## src/rtl/switch_debounce_sync.sv

```systemverilog
// Per-channel switch conditioner: 2-flop sync, consecutive-cycle debounce, registered level and rise/fall pulses.
// Latency: DEBOUNCE_CYCLES+2 edges from s1 capture to sw_db/pulse update; SWITCH_DEBOUNCE_INIT_SAMPLE_EN loads sw_db from s2 on the 3rd post-reset edge.
// Backpressure: none; free-running, every channel evaluated every cycle.
module switch_debounce_sync #(
    parameter int WIDTH           = 3,
    parameter int DEBOUNCE_CYCLES = 500000
) (
    input  logic             clk,
    input  logic             rst,
    input  logic [WIDTH-1:0] sw_async,
    output logic [WIDTH-1:0] sw_db,
    output logic [WIDTH-1:0] sw_rise,
    output logic [WIDTH-1:0] sw_fall
);

    localparam int               CNT_W   = (DEBOUNCE_CYCLES > 1) ? $clog2(DEBOUNCE_CYCLES) : 1;
    localparam logic [CNT_W-1:0] CNT_MAX = CNT_W'(DEBOUNCE_CYCLES - 1);

    logic [WIDTH-1:0] s1;
    logic [WIDTH-1:0] s2;
    logic [WIDTH-1:0] accept;
    logic [WIDTH-1:0] sw_db_d;
    logic [WIDTH-1:0] sw_rise_d;
    logic [WIDTH-1:0] sw_fall_d;
    logic             run;
    logic             init_load;

    always_ff @(posedge clk or posedge rst) begin
        if (rst) begin
            s1 <= '0;
            s2 <= '0;
        end else begin
            s1 <= sw_async;
            s2 <= s1;
        end
    end

`ifdef SWITCH_DEBOUNCE_INIT_SAMPLE_EN
    // Hold off debouncing until the synchronizer carries real pin levels, then adopt them silently.
    logic       init_q;
    logic [1:0] init_cnt_q;

    assign init_load = init_q && (init_cnt_q == 2'd2);
    assign run       = ~init_q;

    always_ff @(posedge clk or posedge rst) begin
        if (rst) begin
            init_q     <= 1'b1;
            init_cnt_q <= 2'd0;
        end else if (init_load) begin
            init_q     <= 1'b0;
        end else if (init_q) begin
            init_cnt_q <= init_cnt_q + 2'd1;
        end
    end
`else
    assign init_load = 1'b0;
    assign run       = 1'b1;
`endif

    for (genvar i = 0; i < WIDTH; i++) begin : g_ch
        logic [CNT_W-1:0] cnt_q;
        logic             mismatch;

        assign mismatch  = run && (s2[i] != sw_db[i]);
        // The compare at CNT_MAX bounds the counter, so it never wraps.
        assign accept[i] = mismatch && (cnt_q == CNT_MAX);

        always_ff @(posedge clk or posedge rst) begin
            if (rst) begin
                cnt_q <= '0;
            end else if (mismatch && !accept[i]) begin
                cnt_q <= cnt_q + CNT_W'(1);
            end else begin
                cnt_q <= '0;
            end
        end
    end

    always_comb begin
        sw_db_d   = (sw_db & ~accept) | (s2 & accept);
        sw_rise_d = accept & s2;
        sw_fall_d = accept & ~s2;
        if (init_load) begin
            sw_db_d   = s2;
            sw_rise_d = '0;
            sw_fall_d = '0;
        end
    end

    always_ff @(posedge clk or posedge rst) begin
        if (rst) begin
            sw_db   <= '0;
            sw_rise <= '0;
            sw_fall <= '0;
        end else begin
            sw_db   <= sw_db_d;
            sw_rise <= sw_rise_d;
            sw_fall <= sw_fall_d;
        end
    end

endmodule

```

## config.mk

```make
export PLATFORM = sky130hd
export DESIGN_NAME = switch_debounce_sync
export DESIGN_NICKNAME = d
export VERILOG_FILES = /design/src/rtl/switch_debounce_sync.sv
export SDC_FILE = /design/constraint.sdc
export NUM_CORES = 1
export LEC_CHECK = 0
export CORE_MARGIN = 2
export CORE_UTILIZATION = 27
export CTS_BUF_LIST = sky130_fd_sc_hd__clkbuf_4
export DETAILED_ROUTE_END_ITERATION = 8
export DONT_BUFFER_PORTS = 1
export GPL_TIMING_DRIVEN = 0
export PLACE_DENSITY = 0.45
export SLEW_MARGIN = 10
export SYNTH_ARGS = -nofsm -noshare
export SYNTH_HDL_FRONTEND = slang
export SYNTH_SLANG_ARGS = --single-unit
```

## constraint.sdc

```tcl
create_clock -name clk -period 2.8 [get_ports clk]
set_clock_uncertainty 0.1 [all_clocks]
set_input_delay 0.42 -clock clk [delete_from_list [all_inputs] [get_ports clk]]
set_output_delay 0.42 -clock clk [all_outputs]
set_load 0.005 [all_outputs]
```

# Yosys cells after proc, flatten, opt, wreduce, memory -nomap -nowiden
# Index checks and enable logic that the tools add are counted.
# op_classes
add_sub_neg	3
n_eq_ne	6
n_mux	3
bitwise_logic	6
n_reduce_logical	9
# op_table
operator	n
adder 19 x 1 -> 19 bit, second input constant	3
equality test 19 bit, second input constant	3
two-way mux 19 bit	3
bitwise AND 3 bit	3
logical AND 1 bit	6
inverter 3 bit	2
logical NOT 1 bit	3
!= test 1 bit	3
OR 3 bit	1
# totals
regBits	72
in_bits	5
wordCells	35

# Depth between registers and ports, before layout
# Gate-level depths: netlist (run 1).
# logic_depth
depth_word	5
depth_mapped	7
depth_no_buf	5

# Least setup slack after synthesis (run 1)
# OpenSTA, ideal clock, no wires.
# synth_timing
path_kind	reg-to-reg
from	register g_ch[1].cnt_q[0]
to	register (tool-made name)
setup_ps	125
arrival_time_ps	1861
required_ps	2575
slack_ps	715
stages_incl_launch_ff	7
n_path_buf	1
period_less_slack_ps	2085
cell_sequence	dfrtp_1 ha_1 and4_1 clkbuf_1 nand4_2 or3_1 mux2_2
# synth_rtl
element	line	rtl
from (decl)	62	logic [CNT_W-1:0] cnt_q;
from (signal assigned)	73	cnt_q <= cnt_q + CNT_W'(1);

# Worst setup path in the final report (run 1)
# layout_timing
from	register g_ch[1].cnt_q[1]
to	register g_ch[1].cnt_q[14]
# layout_between
elab_chain_len	5
# layout_rtl
element	line	rtl
branches (longest 4 deep; another with adder 19 x 1 -> 19 bit)	--	
two-way mux 19 bit (*)	72	end else if (mismatch && !accept[i]) begin
# Every way passes the cells marked *.

==> results of run 1 <==
[flip-flops by register name, indices dropped and copies added, names as in the netlist, named ones only]
register	flops
g_ch.cnt_q	57
s1	3
s2	3
sw_fall	3
sw_rise	3
[cells by family after synthesis]
kind of cell    share of synthesized area, %
simple gates                            26.6
xor+xnor                                10.7
mux                                     1.00
fa+ha+maj                               1.11
buf+inv                                 1.60
flops                                   53.5
compound gates                          5.54
[synth_stat cells]
master / count / area, sq um
or3_2: 3 / 22.5
o31ai_4: 1 / 21.3
ha_1: 3 / 37.5
nand4bb_1: 1 / 11.3
o21ai_0: 5 / 25.0
and4_1: 4 / 35.0
nor2_1: 44 / 165
and3_1: 5 / 31.3
o31ai_1: 6 / 45.0
nor4b_1: 3 / 26.3
or3_1: 5 / 31.3
buf_2: 4 / 20.0
or3b_2: 1 / 8.76
clkbuf_1: 3 / 11.3
xnor2_1: 22 / 193
nand3_2: 1 / 10.0
nand4_2: 1 / 12.5
nand4_1: 18 / 113
nor3_1: 9 / 45.0
inv_1: 6 / 22.5
o41ai_1: 1 / 8.76
nor3b_1: 6 / 45.0
nand2_1: 23 / 86.3
a31o_2: 1 / 8.76
or4_1: 8 / 60.1
or2_2: 2 / 12.5
and4_2: 1 / 10.0
xor2_1: 19 / 166
nand3b_1: 4 / 30.0
o31ai_2: 1 / 12.5
nor4_1: 9 / 56.3
nand3_1: 14 / 70.1
a21oi_1: 13 / 65.1
mux2_2: 3 / 33.8
dfrtp_1: 72 / 1800
and2_1: 2 / 12.5
[worst register-to-register path, stage by stage, from the launching register on]
cell	delay [ps]
dfrtp_1	430
ha_1	230
and4_1	190
clkbuf_1	320
nand4_2	220
o31ai_4	510
buf_2	310
nor2_1	80
[per-layer routing]
layer	up-vias	part of all wire [%]
met3	7	3.7
met5	-	0
met1	1169	49
li1	1195	-
met2	25	46
met4	0	1.2
[through the flow]
| stage | hold WS [ps] | area [sq um] | setup TNS (ps) | setup slack [ps] |
|---|---|---|---|---|
| global placement | 233 | 3580 | -35250 | -494 |
| global route | 209 | 3750 | 0 | 89.1 |
| CTS | 218 | 3750 | 0 | 266 |
| floorplan | 231 | 3370 | 0 | 455 |
| finish | 261 | 3750 | 0 | 315 |
| detailed placement | 120 | 3610 | 0 | 280 |
[worst min path at each step]
stage                       end  slack [ps]  cells after the start
6_report       g_ch[2].cnt_q[5]         260                      2
5_1_grt        g_ch[2].cnt_q[6]         210                      2
3_5_place_dp   g_ch[2].cnt_q[6]         120                      1
3_3_place_gp              s2[2]         230                      0
2_1_floorplan             s2[0]         230                      0
4_1_cts        g_ch[2].cnt_q[5]         220                      2
[area by class of cell]
cell class	instances	area, sq um
timing repair buffer	5	67.6
clock inverter	5	25.0
sequential	72	1800
tap	168	210
antenna	1	2.50
clock buffer	10	75.1
fill	1291	8360
buffer	7	31.3
inverter	6	25.0
multi-input combinational	239	1510
[where the power goes]
part	switching, mW	internal [mW]	leakage, nW
combinational	0.0449	0.0230	0.406
clock	0.361	0.179	0.0571
sequential	0.0175	1.05	0.985
==> flow_summary.ini, run 1 <==
[synth]
netlist_area_sq_um = 3370
yosys_warnings = 0
ys_ff_latch = 72
syn_nets = 332
synth.avg_cell_area_sq_um = 10.4
synth_cell_types = 36
yosysSeqAreaShare_pct = 53.5
synthCells = 324

[detailed_routing]
dr.pass1.iters = 5
drt-total-wl_mm = 6.68
drtAntennaViolNets = 0
drc = 0
via_count = 2396
via_per_inst = 4.67
routedWlPerCell_microns = 13.0
drt_iter0_drc = 155

[setup_path]
critPathMaxStageDelay_ps = 510
crit_path_end_kind = flip-flop
path_buf_inv = 2
worst_setup_path_start_kind = flip-flop
crit_end = g_ch[1].cnt_q[14]
cp.depth = 7
critPathKind = flip-flop to flip-flop
rr_endpoint = g_ch[1].cnt_q[14]
ff2ff_path_depth = 7
cp-startpoint = g_ch[1].cnt_q[1]
worstPathCellList = ha_1 > and4_1 > clkbuf_1 > nand4_2 > o31ai_4 > buf_2 > nor2_1
cp_slowest_cell = o31ai_4
rr_startpoint = g_ch[1].cnt_q[1]
critPathTopFamily = buffers and inverters
critical_path_arrival_ps = 2710
required_ps = 3020
worstPathMaxFanout = 10
r2r_slack_ps = 320

[cts]
clockBufferDepth = 2
cts_buffers = 9
htreeDepth = 3
cts_setup_buffers = 0
clk_pin_slew_ps = 110
clock-root-buffer = clkbuf_4
hold_buffers = 4
cts-resized-gates = 0
clock_latency_ps = 430
tritoncts = built
clock-sinks = 72

[global_route]
grt_pass1_vias = 2366
grt_max_degree = 62
busiest_layer = met2
use_met3_pct = 4.50
use_met1_pct = 14.7
gr-total-overflow = 0
antenna_found_initial = 1
grt_util_all_layers_pct = 11.4
grt_pass1_wl_mm = 11.7
grtUsageMet2_pct = 17.3

[flow_run]
cap_violations = 0

[layout]
drive_above_1_share_pct = 9.88
area_growth_syn_to_layout_pct = 11.4
layout_common_cells = dfrtp_1, nor2_1, nand2_1, xnor2_1, xor2_1
final_common_cell = dfrtp_1
nets = 348
final_util_pct = 31.0
finalNonFillerCells = 513

[pwr]
power_mw = 1.68
powerDensity_nw_per_um2 = 448
ir_drop_mv = 0.161
leakage_nw = 1.45

[floorplanning]
die_h_microns = 116
die_area_sq_um = 13400
row_count = 40
io-pin-count = 14
start_util_pct = 27.8
coreArea_sq_um = 12100
die_w_microns = 116

[timing]
rsz0062_at_grt = false
period_share_pct = 88.7
fmaxAchievable_mhz = 402
finalSetupViolCount = 0
drv_slew = 0
max_slew_margin_pct = 40.5
hold_viol = 0
worstMarginPinSlew_ps = 885
fin_crit_ps = 2480

[placed_design]
place_inst = 493
gp_congestion = 0.719
place_hpwl_mm = 4.58
io_buffers = 0

[hold_path]
min_path_type = input port to asynchronous set/reset pin

[status]
status = finished, final reports clean
Note: power is estimated with default switching activity, not from simulation.
==> inputs of run 2 (changes only) <==
REMOVE_ABC_BUFFERS = 1   (was default)
==> flow_summary.ini, run 2 (synthesis results as in run 1) <==
[cts]
cts-resized-gates = 0
htreeDepth = 3
clock_latency_ps = 440
clockBufferDepth = 2
tritoncts = built
cts_buffers = 9
clk_pin_slew_ps = 130
clock-root-buffer = clkbuf_4
clock-sinks = 72

[detailed_routing]
drtAntennaViolNets = 0
dr.pass1.iters = 4
via_count = 2365
drt_iter0_drc = 69
via_per_inst = 4.66
drc = 0
drt-total-wl_mm = 6.53
routedWlPerCell_microns = 12.9

[layout]
layout_common_cells = dfrtp_1, nor2_1, nand2_1, xnor2_1, xor2_1
fillers = 1299
finalNonFillerCells = 507
area_growth_syn_to_layout_pct = 12.3
nets = 342
final_util_pct = 31.2
antenna_cells = 0
final_common_cell = dfrtp_1
largest_reg_flops = 57
drive_above_1_share_pct = 10.0
max_flop_register = g_ch.cnt_q

[setup_path]
worst_setup_path_start_kind = flip-flop
worstPathMaxFanout = 18
crit_path_end_kind = flip-flop
critPathKind = flip-flop to flip-flop
required_ps = 2990
critical_path_arrival_ps = 2530

[timing]
period_share_pct = 83.4
finalSetupViolCount = 0
drv_slew = 0
rsz0062_at_grt = false
hold_viol = 0
fmaxAchievable_mhz = 428
setup-tns-final_ps = 0
worstMarginPinSlew_ps = 774
hold_slack_ps = 268
fin_crit_ps = 2340
fin_ws_ps = 464
max_slew_margin_pct = 48.4

[global_route]
grt_max_degree = 46
grt_pass1_vias = 2405
gr-total-overflow = 0
grt_util_all_layers_pct = 11.0
grt_pass1_wl_mm = 11.5
antenna_found_initial = 0

[placed_design]
gp_congestion = 0.742
place_inst = 487
io_buffers = 0
place_ws_ps = 380
place_hpwl_mm = 4.32

[floorplanning]
die_h_microns = 116
io-pin-count = 14
die_w_microns = 116
die_area_sq_um = 13400
row_count = 40
start_util_pct = 27.8
coreArea_sq_um = 12100

[pwr]
p_switching_uw = 459
power_frac_clock_pct = 37.0
powerDensity_nw_per_um2 = 478
p_int_mw = 1.35
p_seq_share_pct = 59.2
pwr-share-comb_pct = 3.8
leakage_nw = 1.45
ir_drop_mv = 0.207
p_sw_share_pct = 25.4

[status]
status = finished, final reports clean

[flow_run]
cap_violations = 0

[hold_path]
min_path_type = flip-flop to flip-flop
## run 2: area by class of cell
class                   count  area [sq um]  area share [%]
well taps                 168           210            5.56
clock inverters             7          71.3            1.89
inverters                   6          25.0           0.662
repair buffers              6          78.8            2.09
clock buffers               9          67.6            1.79
multi-input cells         239          1530            40.4
flip-flops and latches     72          1800            47.7
## run 2: timing repair
item                      CTS  global route
hold endpoints to repair   30             0
setup buffers               0             0
hold buffers                4             0
## run 2: layer usage
layer / global-route usage, % / part of all wire (%)
met5: 0 / 0
met4: 4.21 / 1.7
met2: 16.0 / 44
met1: 15.0 / 50
met3: 4.13 / 4.1
## run 2: final timing paths
check	from	endpoint	slack, ps	cells past startpoint
max in group asynchronous	rst	g_ch[1].cnt_q[16]	1720	3
worst max register to register	g_ch[1].cnt_q[0]	g_ch[1].cnt_q[3]	460	5
worst max-delay path	g_ch[1].cnt_q[0]	g_ch[1].cnt_q[3]	460	5
worst min register to register	s1[0]	s2[0]	270	0
worst min-delay path	s1[0]	s2[0]	270	0
min in group asynchronous	rst	g_ch[2].cnt_q[14]	330	2
## run 2: power groups by stage
stage               clock network, mW  registers, mW  logic, mW
floorplan                           0           1.09     0.0436
global placement                    0           1.09     0.0594
detailed placement                  0           1.09     0.0680
CTS                             0.708           1.07     0.0728
global route                    0.749           1.07     0.0806
finish                          0.669           1.07     0.0686
## run 2: critical path, cell delays in order, from the launching register on
cell	delay (ps)
dfrtp_1	430
ha_1	220
and4_1	390
nand4_2	200
o31ai_4	730
nor2_1	110
## run 2: through the flow
stage	instance area (sq um)	power (mW)
2_1_floorplan	3340	1.13
3_3_place_gp	3550	1.15
3_5_place_dp	3600	1.16
4_1_cts	3780	1.85
5_1_grt	3780	1.90
6_report	3780	1.81
==> inputs of run 3 (changes only) <==
clock period = 2.4 ns   (was 2.8 ns; I/O delays follow)
==> flow_summary.ini, run 3 (synthesis results as in run 1) <==
[status]
status = finished, final reports clean

[timing]
hold_slack_ps = 268
finalSetupViolCount = 0
fin_crit_ps = 2220
worstMarginPinSlew_ps = 696
hold_viol = 0
max_slew_margin_pct = 53.3
drv_slew = 0
period_share_pct = 92.4
fin_ws_ps = 182
rsz0062_at_grt = false
fmaxAchievable_mhz = 451

[pwr]
powerDensity_nw_per_um2 = 554
leakage_nw = 1.47
power_mw = 2.12
ir_drop_mv = 0.241

[setup_path]
required_ps = 2620
critical_path_arrival_ps = 2440
worstPathMaxFanout = 7
ff2ff_path_depth = 5
crit_path_end_kind = flip-flop
critPathKind = flip-flop to flip-flop
worst_setup_path_start_kind = flip-flop

[layout]
drive_above_1_share_pct = 10.6
final_common_cell = dfrtp_1
final_util_pct = 31.5
largest_reg_flops = 57
nets = 344
max_flop_register = g_ch.cnt_q
antenna_cells = 0
area_growth_syn_to_layout_pct = 13.5
layout_common_cells = dfrtp_1, nor2_1, nand2_1, xnor2_1, xor2_1

[cts]
clock-sinks = 72
cts-resized-gates = 0
clock_latency_ps = 440
clk_pin_slew_ps = 120
tritoncts = built
clock-root-buffer = clkbuf_4
clockBufferDepth = 2
htreeDepth = 3
cts_buffers = 9

[placed_design]
gp_congestion = 0.742
place_ws_ps = -20.3
io_buffers = 0
place_hpwl_mm = 4.32

[global_route]
gr-total-overflow = 0
grt_util_all_layers_pct = 11.0
grt_max_degree = 46
grt_pass1_vias = 2405
grt_pass1_wl_mm = 11.5
antenna_found_initial = 0

[detailed_routing]
drc = 0
dr.pass1.iters = 4
drt_iter0_drc = 67
routedWlPerCell_microns = 12.9
via_per_inst = 4.64
via_count = 2363
drtAntennaViolNets = 0
drt-total-wl_mm = 6.55

[floorplanning]
row_count = 40
io-pin-count = 14
die_w_microns = 116
coreArea_sq_um = 12100
start_util_pct = 27.8
die_h_microns = 116
die_area_sq_um = 13400

[hold_path]
min_path_type = input port to asynchronous set/reset pin

[flow_run]
cap_violations = 0
[run 3: metrics by stage]
step	cell area [sq um]	cells	TNS, ps
2_1_floorplan	3340	317	0
3_3_place_gp	3550	485	-73190
3_5_place_dp	3600	487	-133
4_1_cts	3780	507	0
5_1_grt	3820	509	0
6_report	3820	509	0
[run 3: worst paths after layout]
check / startpoint / slack [ps] / endpoint
max: g_ch[1].cnt_q[0] / 180 / flip-flop
min: rst / 270 / g_ch[2].cnt_q[14]
max reg2reg: g_ch[1].cnt_q[0] / 180 / flip-flop
min reg2reg: s1[0] / 270 / s2[0]
max in group asynchronous: rst / 1370 / g_ch[1].cnt_q[16]
min in group clk: s1[0] / 270 / s2[0]
[run 3: final cells by class]
cell class / instances / area, sq um
clock buffers: 9 / 67.6
clock inverters: 7 / 71.3
fillers: 1296 / 8290
inverters: 6 / 25.0
multi-input cells: 239 / 1530
flip-flops and latches: 72 / 1800
well taps: 168 / 210
repair buffers: 8 / 119
[run 3: critical path, cell delays in order (launching register included)]
cell and delay, ps:
dfrtp_1 430, ha_1 220, and4_1 400, nand4_2 200
or3_1 470, mux2_2 290
[run 3: timing repair]
item | 4_1_cts | 5_1_grt
endpoints found under the setup margin | 17 | 36
hold endpoints to repair | 64 | 0
hold buffers | 4 | 0
pin swaps | 1 | 2
buffers inserted | 0 | 2
[run 3: where the power goes]
group          switching (mW)  internal (mW)
registers              0.0190           1.23
logic                  0.0541         0.0337
clock network           0.463          0.317
[run 3: layer usage]
metal	vias to the layer above	routed length [microns]	GRT usage, %
li1	1187	-	-
met1	1138	3310	15.0
met2	26	2880	16.0
met3	12	243	4.13
met4	0	115	4.21
met5	-	0	0
